$ cat config.mk
export PLATFORM = sky130hd
export DESIGN_NAME = wimax_qpsk_mapper
export DESIGN_NICKNAME = d
export VERILOG_FILES = /design/src/rtl/wimax_qpsk_mapper.sv
export SDC_FILE = /design/constraint.sdc
export NUM_CORES = 1
export LEC_CHECK = 0
export BUFFER_PORTS_ARGS = -buffer_cell sky130_fd_sc_hd__buf_2
export CAP_MARGIN = 25
export CORE_AREA = 2 2 60 68
export DETAILED_ROUTE_END_ITERATION = 10
export DIE_AREA = 0 0 62 70
export GPL_TIMING_DRIVEN = 0
export PLACE_DENSITY = 0.88
export SYNTH_ARGS = -nofsm -noshare
export SYNTH_HDL_FRONTEND = slang
export SYNTH_SLANG_ARGS = --single-unit
$ cat constraint.sdc
create_clock -name clk -period 3.09 [get_ports clk]
set_input_delay 0.309 -clock clk [delete_from_list [all_inputs] [get_ports clk]]
set_output_delay 0.309 -clock clk [all_outputs]
set_load 0.05 [all_outputs]
$ cat src/rtl/wimax_qpsk_mapper.sv
// Serial-bit to Gray-coded QPSK mapper for 802.16 interleaved blocks, with a symbol FIFO on a valid/ready output.
// Optional status ports (overflow, fifo_level) are enabled by defining WIMAX_QPSK_OVF_STATUS_EN.
module wimax_qpsk_mapper #(
  parameter int DATA_W     = 16,
  parameter int AMP        = 23170,
  parameter int BLOCK_BITS = 192,
  parameter int FIFO_DEPTH = 4
) (
  input  logic                     clk,
  input  logic                     reset,
  input  logic                     data_in,
  input  logic                     valid_in,
  output logic                     ready_out,
  output logic signed [DATA_W-1:0] i_out,
  output logic signed [DATA_W-1:0] q_out,
  output logic                     last_out,
  output logic                     valid_out,
  input  logic                     ready_in
`ifdef WIMAX_QPSK_OVF_STATUS_EN
  ,
  output logic                          overflow,
  output logic [$clog2(FIFO_DEPTH):0]   fifo_level
`endif
);

  localparam int SYMS  = BLOCK_BITS / 2;
  localparam int SC_W  = (SYMS > 1) ? $clog2(SYMS) : 1;
  localparam int PTR_W = (FIFO_DEPTH > 1) ? $clog2(FIFO_DEPTH) : 1;
  localparam int LVL_W = PTR_W + 1;

  localparam logic [SC_W-1:0]         LAST_IDX = SC_W'(SYMS - 1);
  localparam logic [LVL_W-1:0]        FULL_LVL = LVL_W'(FIFO_DEPTH);
  localparam logic signed [DATA_W-1:0] AMP_POS = DATA_W'(AMP);
  localparam logic signed [DATA_W-1:0] AMP_NEG = -AMP_POS;

  typedef enum logic [1:0] {
    IDLE,
    WAIT_I,
    WAIT_Q
  } state_t;

  typedef struct packed {
    logic signed [DATA_W-1:0] i;
    logic signed [DATA_W-1:0] q;
    logic                     last;
  } sym_t;

  state_t           state;
  logic             i_bit;
  logic [SC_W-1:0]  sym_cnt;
  logic [PTR_W-1:0] wr_ptr;
  logic [PTR_W-1:0] rd_ptr;
  logic [LVL_W-1:0] level;
  sym_t             mem [FIFO_DEPTH];

  logic pair_done;
  logic full;
  logic empty;
  logic push;
  logic pop;
  sym_t new_sym;
  sym_t head;

  assign pair_done = (state == WAIT_Q) && valid_in;
  assign full      = (level == FULL_LVL);
  assign empty     = (level == '0);
  assign pop       = !empty && ready_in;
  // A full FIFO still accepts a symbol when the head leaves in the same cycle.
  assign push      = pair_done && (!full || pop);

  always_comb begin
    new_sym      = '0;
    new_sym.i    = i_bit   ? AMP_NEG : AMP_POS;
    new_sym.q    = data_in ? AMP_NEG : AMP_POS;
    new_sym.last = (sym_cnt == LAST_IDX);
  end

  // NOTE: sequential state uses non-blocking assignments so every register sees pre-edge values.
  always_ff @(posedge clk) begin
    if (reset) begin
      state   <= IDLE;
      i_bit   <= 1'b0;
      sym_cnt <= '0;
      wr_ptr  <= '0;
      rd_ptr  <= '0;
      level   <= '0;
    end else begin
      case (state)
        IDLE:   state <= WAIT_I;
        WAIT_I: begin
          if (valid_in) begin
            i_bit <= data_in;
            state <= WAIT_Q;
          end
        end
        WAIT_Q: begin
          if (valid_in) begin
            state <= WAIT_I;
          end
        end
        default: state <= IDLE;
      endcase

      // Dropped pairs still advance the counter so block alignment survives an overflow.
      if (pair_done) begin
        sym_cnt <= (sym_cnt == LAST_IDX) ? '0 : sym_cnt + SC_W'(1);
      end

      if (push) wr_ptr <= wr_ptr + PTR_W'(1);
      if (pop)  rd_ptr <= rd_ptr + PTR_W'(1);

      case ({push, pop})
        2'b10:   level <= level + LVL_W'(1);
        2'b01:   level <= level - LVL_W'(1);
        default: level <= level;
      endcase
    end
  end

  // NOTE: FIFO storage has no reset; contents are only visible through valid_out, which the level controls.
  always_ff @(posedge clk) begin
    if (push) mem[wr_ptr] <= new_sym;
  end

  assign head      = empty ? '0 : mem[rd_ptr];
  assign valid_out = !empty;
  assign i_out     = head.i;
  assign q_out     = head.q;
  assign last_out  = head.last;
  assign ready_out = (state != IDLE) && !full;

`ifdef WIMAX_QPSK_OVF_STATUS_EN
  always_ff @(posedge clk) begin
    if (reset) begin
      overflow <= 1'b0;
    end else if (pair_done && !push) begin
      overflow <= 1'b1;
    end
  end

  assign fifo_level = level;
`else
  // Without the status ports a dropped symbol leaves no trace beyond the advanced counter.
`endif

endmodule

**Yosys cells after proc, flatten, opt, wreduce, memory -nomap -nowiden**

Memories as Yosys holds them, arrays and structs flattened. A register that Yosys moved wholly into a read port is not among the register bits.
Index checks and enable logic that the tools add are counted.
Widths: inputs -> output; s select.

- Word-level logic and storage cells: 45
- Output and inout port bits: 35
- Bits in writable memories: 132
- Memories kept: 1
- Register bits: 17

- $add $sub $neg: 5
- Eq/ne operators: 8
- Muxes and demuxes: 12
- Reductions and logical operators: 13

Memory list:

| memory | depth | width | rd ports | clocked after Yosys merged registers in | write ports | line | source |
|---|---|---|---|---|---|---|---|
| mem | 4 | 33 | 1 | 1 | 1 | 54 | `sym_t mem [FIFO_DEPTH];` |

Operators by type and width:

| operator | number |
|---|---|
| $mux 33 | 1 |
| $mux 16 | 2 |
| $mux 2 | 4 |
| $add 7x1->7 const B | 1 |
| $eq 7x7->1 const B | 1 |
| $mux 7 | 1 |
| $pmux 2 s3 | 1 |
| $pmux 3 s2 | 1 |
| $add 2x1->2 const B | 2 |
| $eq 2x1->1 const B | 2 |
| $eq 2x2->1 const B | 2 |
| $logic_and 1x1->1 | 4 |
| $ne 2x2->1 const B | 2 |
| $reduce_and 2->1 | 2 |
| $reduce_bool 2->1 | 2 |
| $add 3x1->3 const B | 1 |
| $eq 3x3->1 const B | 1 |
| $logic_not 3->1 | 1 |
| $sub 3x1->3 const B | 1 |
| $logic_not 1->1 | 2 |
| $logic_not 2->1 | 1 |
| $mux 1 | 2 |
| $logic_or 1x1->1 | 1 |

**Depth between registers and ports, before layout**

Gate-level depths: netlist of the first run.

- Depth after elaboration: 7
- Depth in mapped cells: 7
- Depth with buffers taken out: 6

**Worst setup path after synthesis of the first run**

No wires, ideal clock.

- Path kind: reg2reg
- Start point: register level[2]
- End point: register level[2]
- Buffers on the path: 1
- Period minus slack after synthesis: 2.107 ns
- Setup time: 0.132 ns
- Required time: 2.958 ns
- Arrival: 1.975 ns
- Slack: 0.983 ns
- Stages on the path, launching flop included: 8
- Cell sequence: dfxtp_1 > or3_1 > buf_2 > nand3_2 > fa_1 > or3_1 > a32oi_1 > a21oi_1

- Word-level cells in the longest chain between the ends: 7
- Elaborated cells between the ends (all ways): 13
- Classes of those cells: 2 x add/sub; 3 x eq/ne; 1 x mux; 7 x reduce/logical

Ends and longest elaborated chain:

| element | line | source |
|---|---|---|
| start, declared | 53 | `logic [LVL_W-1:0] level;` |
| start signal, assigned | 113 | `2'b10: level <= level + LVL_W'(1);` |
| start signal, assigned | 114 | `2'b01: level <= level - LVL_W'(1);` |
| start signal, assigned | 115 | `default: level <= level;` |
| $logic_not 3->1 (*) | 66 | `assign empty = (level == '0);` |
| $logic_not 1->1 (*) | -- |  |
| net valid_out | 17 | `output logic valid_out,` |
| $logic_and 1x1->1 (*) | 67 | `assign pop = !empty && ready_in;` |
| $logic_or 1x1->1 | 69 | `assign push = pair_done && (!full \|\| pop);` |
| $logic_and 1x1->1 | 69 |  |
| $eq 2x1->1 or $eq 2x2->1 (tied branches) | 112 | `case ({push, pop})` |
| $pmux 3 s2 or $reduce_bool 2->1 (tied branches) | -- |  |

The timed path passes the listed nets; every way through them passes the cells marked *.
A chain may end at the register's enable or synchronous reset.

==> results of run 1 <==
cells by family after synthesis:
family                   count (synthesis)  share of synthesized area, %
adder cells (fa/ha/maj)                  6                          4.28
AO/OA/AOI/OAI                           16                          5.58
AND/OR/NAND/NOR                         50                          14.4
multiplexers                             8                          7.53
buffers and inverters                   41                          14.0
other                                    1                         0.194
flip-flops                              39                          50.9
XOR/XNOR                                 7                          3.18
final cells by class:
type	count	area, µm²
Fill cell	297	1440
Sequential cell	39	981
Multi-Input combinational cell	89	682
Buffer	34	243
Timing Repair Buffer	37	185
Clock buffer	6	72.6
Tap cell	52	65.1
Clock inverter	2	60.1
Inverter	7	26.3
registers in the layout, summed over array words and instances, names as in the netlist, named ones only:
signal / cells
sym_cnt: 7
i_bit: 1
mem: 20
level: 3
rd_ptr: 2
wr_ptr: 2
state: 2
per-layer routing:
metal,vias up,GRT usage (%),wire (µm)
li1,636,-,-
met1,586,15.0,1180
met2,47,29.1,1700
met3,4,6.11,174
met4,0,4.49,25
met5,-,0,0
synth_stat cells, types with 2 or more instances:
cell	instances
sky130_fd_sc_hd__a211oi_1	3
sky130_fd_sc_hd__a21oi_1	7
sky130_fd_sc_hd__and2_1	9
sky130_fd_sc_hd__buf_2	2
sky130_fd_sc_hd__buf_4	28
sky130_fd_sc_hd__clkbuf_1	3
sky130_fd_sc_hd__dfxtp_1	19
sky130_fd_sc_hd__edfxtp_1	20
sky130_fd_sc_hd__ha_1	5
sky130_fd_sc_hd__inv_1	7
sky130_fd_sc_hd__mux2_1	2
sky130_fd_sc_hd__mux4_2	5
sky130_fd_sc_hd__nand2_1	7
sky130_fd_sc_hd__nand3_1	2
sky130_fd_sc_hd__nand4_1	3
sky130_fd_sc_hd__nor2_1	17
sky130_fd_sc_hd__o21ai_0	2
sky130_fd_sc_hd__or3_1	3
sky130_fd_sc_hd__xor2_1	6
worst reg2reg max path: stages (launching register included):
cell and delay (ps):
sky130_fd_sc_hd__dfxtp_1 410, sky130_fd_sc_hd__or3_1 120, sky130_fd_sc_hd__buf_2 210, sky130_fd_sc_hd__nand3_2 120
sky130_fd_sc_hd__fa_1 440, sky130_fd_sc_hd__or3_1 400, sky130_fd_sc_hd__a32oi_1 210, sky130_fd_sc_hd__a21oi_1 80
power by group:
group / total, mW / switching [mW] / internal, mW
Clock: 0.488 / 0.166 / 0.323
Combinational: 0.626 / 0.436 / 0.190
Sequential: 0.571 / 0.0132 / 0.557
Total: 1.69 / 0.615 / 1.07
worst paths after layout:
check / slack, ps / start / end
hold reg to reg: 490 / sym_cnt[1] / sym_cnt[1]
setup / recovery: 680 / register / q_out[6]
hold / removal: 270 / data_in / mem[2][16]
setup reg to reg: 970 / level[2] / level[2]
through the flow:
step / cell area, µm² / std cells / setup slack (ps) / utilization [%]
floorplan: 1930 / 169 / 983 / -
global placement: 2180 / 258 / 1020 / 58.1
detailed placement: 2180 / 258 / 952 / 58.1
CTS: 2310 / 266 / 632 / 61.7
global route: 2310 / 266 / 568 / 61.7
finish: 2310 / 266 / 680 / 61.7
==> results.toml, run 1 <==
[timing]
fin_hold_ws_ps = 273
rsz0062_at_grt = "false"
maxSlewViolCount = 0
clock.fmax_ghz = 0.415
timing.final.crit_period_ps = 2410
post-route-period-util_pct = 78.0
slew_headroom_pct = 44.1
timing_worst_slew_pin_value_ps = 836
setup_violations = 0
finClkSkew_ps = 5.20
timing_hold_violations_final = 0
setup_total_negative_slack_ps = 0

[synthesis]
synth.top_cells.by_area = "sky130_fd_sc_hd__edfxtp_1 (31%), sky130_fd_sc_hd__dfxtp_1 (20%), sky130_fd_sc_hd__buf_4 (11%)"
netlist_area_mm2 = 0.00193
share_of_async_settable_or_async_resettable_flops_after_synthesis_pct = 0
ys.warnings.count = 0
yosys.cell_types.count = 37
synth_top_cell_by_area = "sky130_fd_sc_hd__edfxtp_1"
synth_top_flop_cell = "sky130_fd_sc_hd__edfxtp_1"
synth_enable_flop_cells = 20
synth.ff_latch_count = 39
synth.avg_cell_area_um2 = 11.5
synth_sequential_area_ratio_pct = 50.9
netlist_instances = 168
synth_top_area_share_pct = 31.1

[worst_setup_path]
cell_breakdown_of_the_critical_path = "clkbuf_1 -> mux4_2 -> and2_1 -> buf_4 -> buf_2"
worstRegToRegCells = 7
wp_buf_inv = 3
critical_path.startpoint_type = "register"
crit_path_max_incr_delay_ps = 550
timing.setup.critical_path_class = "reg -> out"
worst_setup_path_end_kind = "output port"
critical_path_arrival_ps = 2100
crit_slowest_cell = "sky130_fd_sc_hd__mux4_2"
path_depth = 5
timing.critical_path.required_ps = 2780
cp_top_family = "buffers and inverters"
critPathMaxFanout = 9

[clock_network]
clock_latency_ps = 280
ctsHtreeMaxLevel = 2
cts_setup_buffers = 0
cts.clk_slew.worst_paths_ps = 70
clkSinkCount = 39
cts_resized = 0
cts_tree = "built"
cts-root-buf = "sky130_fd_sc_hd__clkbuf_8"
cts-hold-fix-buffers = 0
cts_made_buffers = 5
maximum_number_of_buffers_from_clock_root_to_sink = 2

[floorplanning]
floorplan.rows = 24
die_area_mm2 = 0.00434
die_h_um = 70
core_mm2 = 0.00375
die-width_um = 62
floorplan.initialDensity_pct = 51.4
num_io_pins = 40

[detailed_routing]
count_of_vias_placed_by_the_detailed_router = 1273
totalWireLength_um = 3080
detail_route.wl_per_cell_um = 11.6
drtPass1Iterations = 4
avgViaCountPerCell = 4.79
drt_iter0_drc = 22
drc_errors = 0
ant_nets = 0

[cells_and_area]
area_growth_syn_to_layout_pct = 20.1
design.final.nets = 224
most-common-layout-cells = "sky130_fd_sc_hd__buf_2 (39), sky130_fd_sc_hd__buf_4 (28), sky130_fd_sc_hd__edfxtp_1 (20)"
drive_above_1_share_pct = 39.7
final_common_cell = "sky130_fd_sc_hd__buf_2"
antennaDiodeCount = 0

[global_routing]
global_route.usage.total_pct = 15.7
pin_count_of_the_biggest_net_entering_global_routing = 13
global_route_wire_length_before_repair_um = 4950
antenna_violations_before_repair = 0
grt_remaining_overflow = 0
grt_pass1_vias = 1182

[placement]
globalplace.congestion = 0.707
io_buffer_count = 37
hpwlAfterDp_um = 2400

[power]
totalPowerFinal_mw = 1.69
pwr_density_cell_mw_per_mm2 = 728
peakVddDrop_mv = 0.328
p_leak_nw = 1.03

[worst_hold_path]
min-delay-path-class = "in -> reg"
hold_depth = 1

[flow_run]
cap_violations = 0

[outcome]
outcome = "complete, no violations"
Power figures use the tool's default switching activity.
==> run 2: changes to the inputs <==
--- a/config.mk
+++ b/config.mk
@@ -7,11 +7,11 @@
 export LEC_CHECK = 0
 export BUFFER_PORTS_ARGS = -buffer_cell sky130_fd_sc_hd__buf_2
 export CAP_MARGIN = 25
-export CORE_AREA = 2 2 60 68
+export CORE_AREA = 2 2 63 71
 export DETAILED_ROUTE_END_ITERATION = 10
-export DIE_AREA = 0 0 62 70
+export DIE_AREA = 0 0 65 73
 export GPL_TIMING_DRIVEN = 0
-export PLACE_DENSITY = 0.88
+export PLACE_DENSITY = 0.85
 export SYNTH_ARGS = -nofsm -noshare
 export SYNTH_HDL_FRONTEND = slang
 export SYNTH_SLANG_ARGS = --single-unit
==> constraint.sdc (replaced) <==
create_clock -name clk -period 2.2 [get_ports clk]
set_input_delay 0.22 -clock clk [delete_from_list [all_inputs] [get_ports clk]]
set_output_delay 0.22 -clock clk [all_outputs]
set_load 0.05 [all_outputs]
==> results.toml, run 2 (synthesized netlist as in run 1, its figures left out) <==
[outcome]
outcome = "complete, no violations"

[global_routing]
grt_pass1_vias = 1145
antenna_violations_before_repair = 0
pin_count_of_the_biggest_net_entering_global_routing = 13
grt_remaining_overflow = 0
global_route_wire_length_before_repair_um = 4970
global_route.usage.total_pct = 14.0

[worst_setup_path]
crit_path_end = "level[2]"
cell_breakdown_of_the_critical_path = "or3_1 -> clkbuf_4 -> nand3_2 -> fa_1 -> or3_1 -> a32oi_1 -> a21oi_1"
worst_setup_path_end_kind = "register"
wp_buf_inv = 1
worst_setup_path_startpoint = "level[2]"
timing.critical_path.required_ps = 2370
critPathMaxFanout = 11
path_depth = 7
crit_slowest_cell = "sky130_fd_sc_hd__fa_1"
critical_path.startpoint_type = "register"
r2r_end = "level[2]"
cp_top_family = "simple AND/OR/NAND/NOR gates"
ff2ff_setup_slack_ps = 130
crit_top_cell = "sky130_fd_sc_hd__or3_1"
timing.setup.critical_path_class = "reg -> reg"
worstRegToRegCells = 7
crit_path_max_incr_delay_ps = 430
critical_path_arrival_ps = 2240
worstReg2RegStart = "level[2]"

[clock_network]
ctsHtreeMaxLevel = 2
cts_tree = "built"
cts_setup_buffers = 0
cts_made_buffers = 5
maximum_number_of_buffers_from_clock_root_to_sink = 2
cts-hold-fix-buffers = 0
clock_latency_ps = 290
cts.clk_slew.worst_paths_ps = 70
cts-root-buf = "sky130_fd_sc_hd__clkbuf_8"
clkSinkCount = 39

[power]
cell_internal_pwr_mw = 1.51
pwr_density_cell_mw_per_mm2 = 1030
p_leak_nw = 1.03
switching_power_mw = 0.873
peakVddDrop_mv = 0.628
p_clk_share_pct = 29.2
combinationalPowerShare_pct = 36.7
sequentialPowerShare_pct = 34.1
switching_share_pct = 36.7

[timing]
setup_total_negative_slack_ps = 0
rsz0062_at_grt = "false"
timing_worst_slew_pin_value_ps = 825
final.setup.worst_slack_ps = 131
fin_hold_ws_ps = 201
maxSlewViolCount = 0
clock.fmax_ghz = 0.483
slew_headroom_pct = 44.9
timing_hold_violations_final = 0
finClkSkew_ps = 6.28
post-route-period-util_pct = 94.0
setup_violations = 0
timing.final.crit_period_ps = 2070

[cells_and_area]
top_register = "mem"
design_area_mm2 = 0.00232
area_growth_syn_to_layout_pct = 20.2
design.final.nets = 223
max_ffs_per_register = 20
sequential_cell_area_um2 = 982
final.fill_count = 326
multi_input_comb_area_um2 = 682
drive_above_1_share_pct = 40.4
reg.largest.list = "mem (20), sym_cnt (7), level (3)"
most-common-layout-cells = "sky130_fd_sc_hd__buf_2 (38), sky130_fd_sc_hd__buf_4 (28), sky130_fd_sc_hd__edfxtp_1 (20)"
final_common_cell = "sky130_fd_sc_hd__buf_2"
antennaDiodeCount = 0
stdcell_count = 267

[floorplanning]
die_area_mm2 = 0.00475
floorplan.rows = 25
num_io_pins = 40
core_mm2 = 0.00410
floorplan.initialDensity_pct = 47.1
die_h_um = 73
die-width_um = 65

[flow_run]
cap_violations = 0

[worst_hold_path]
min-delay-path-class = "in -> reg"

[detailed_routing]
avgViaCountPerCell = 4.67
drtPass1Iterations = 4
totalWireLength_um = 3100
count_of_vias_placed_by_the_detailed_router = 1248
ant_nets = 0
drt_iter0_drc = 23
drc_errors = 0
detail_route.wl_per_cell_um = 11.6

[placement]
place_inst = 260
hpwlAfterDp_um = 2360
globalplace.congestion = 0.711
placed_cell_area_mm2 = 0.00218
io_buffer_count = 37
detailedPlace.worstSlack_ps = 120
run 2: changes by cell type in the layout (fill, tap and decap cells not counted):
| cell | change |
|---|---|
| sky130_fd_sc_hd__clkbuf_1 | -1 |
| sky130_fd_sc_hd__dfxtp_1 | -1 |
| sky130_fd_sc_hd__dfxtp_2 | +1 |
| sky130_fd_sc_hd__buf_2 | -1 |
| sky130_fd_sc_hd__clkbuf_4 | +1 |
run 2: worst reg2reg max path, stage by stage (launching register included):
cell and delay (ps):
sky130_fd_sc_hd__dfxtp_1 420, sky130_fd_sc_hd__or3_1 130, sky130_fd_sc_hd__clkbuf_4 200, sky130_fd_sc_hd__nand3_2 100, sky130_fd_sc_hd__fa_1 430, sky130_fd_sc_hd__or3_1 390, sky130_fd_sc_hd__a32oi_1 200, sky130_fd_sc_hd__a21oi_1 80
run 2: cell type report:
cell class,count,share of cell area [%]
multi-input cells,89,29.4
plain buffers,33,10.4
well taps,54,2.92
clock buffers,6,3.13
clock inverters,2,2.59
inverters,7,1.13
repair buffers,37,7.99
flip-flops and latches,39,42.4
run 2: through the flow:
stage / utilization (%) / total power [mW]
after detailed placement: 53.3 / 1.70
after global routing: 56.5 / 2.47
final: 56.5 / 2.38
after CTS: 56.5 / 2.40
after global placement: 53.3 / 1.69
after floorplan: - / 1.56
run 2: how the worst min path moves through the flow:
| stage | startpoint | end | slack [ps] | depth (start not counted) |
|---|---|---|---|---|
| after floorplan | data_in | mem[0][16] | 320 | 0 |
| after CTS | data_in | mem[0][16] | 190 | 1 |
| after global placement | sym_cnt[1] | sym_cnt[1] | 460 | 2 |
| final | data_in | mem[2][16] | 200 | 1 |
| after detailed placement | sym_cnt[0] | sym_cnt[0] | 480 | 2 |
| after global routing | data_in | mem[2][16] | 200 | 1 |
run 2: timing repair:
action                     in CTS  in global routing
setup endpoints to repair      26                  1
cloned                          0                  0
resized for setup               1                  1
pin swaps                       0                  0
run 2: power groups by stage:
| stage | clock network [mW] | registers, mW | logic, mW |
|---|---|---|---|
| floorplan | 0 | 0.813 | 0.742 |
| global placement | 0 | 0.816 | 0.872 |
| detailed placement | 0 | 0.818 | 0.886 |
| CTS | 0.709 | 0.813 | 0.875 |
| global route | 0.735 | 0.815 | 0.919 |
| finish | 0.695 | 0.812 | 0.872 |
run 2: per-layer routing:
metal	GRT usage, %	up-vias	part of all wire, %	routed length, µm
met3	4.32	6	6.4	199
met2	25.4	45	50	1540
li1	-	631	-	-
met4	6.38	0	1.9	58
met1	14.8	566	42	1300
met5	0	-	0	0
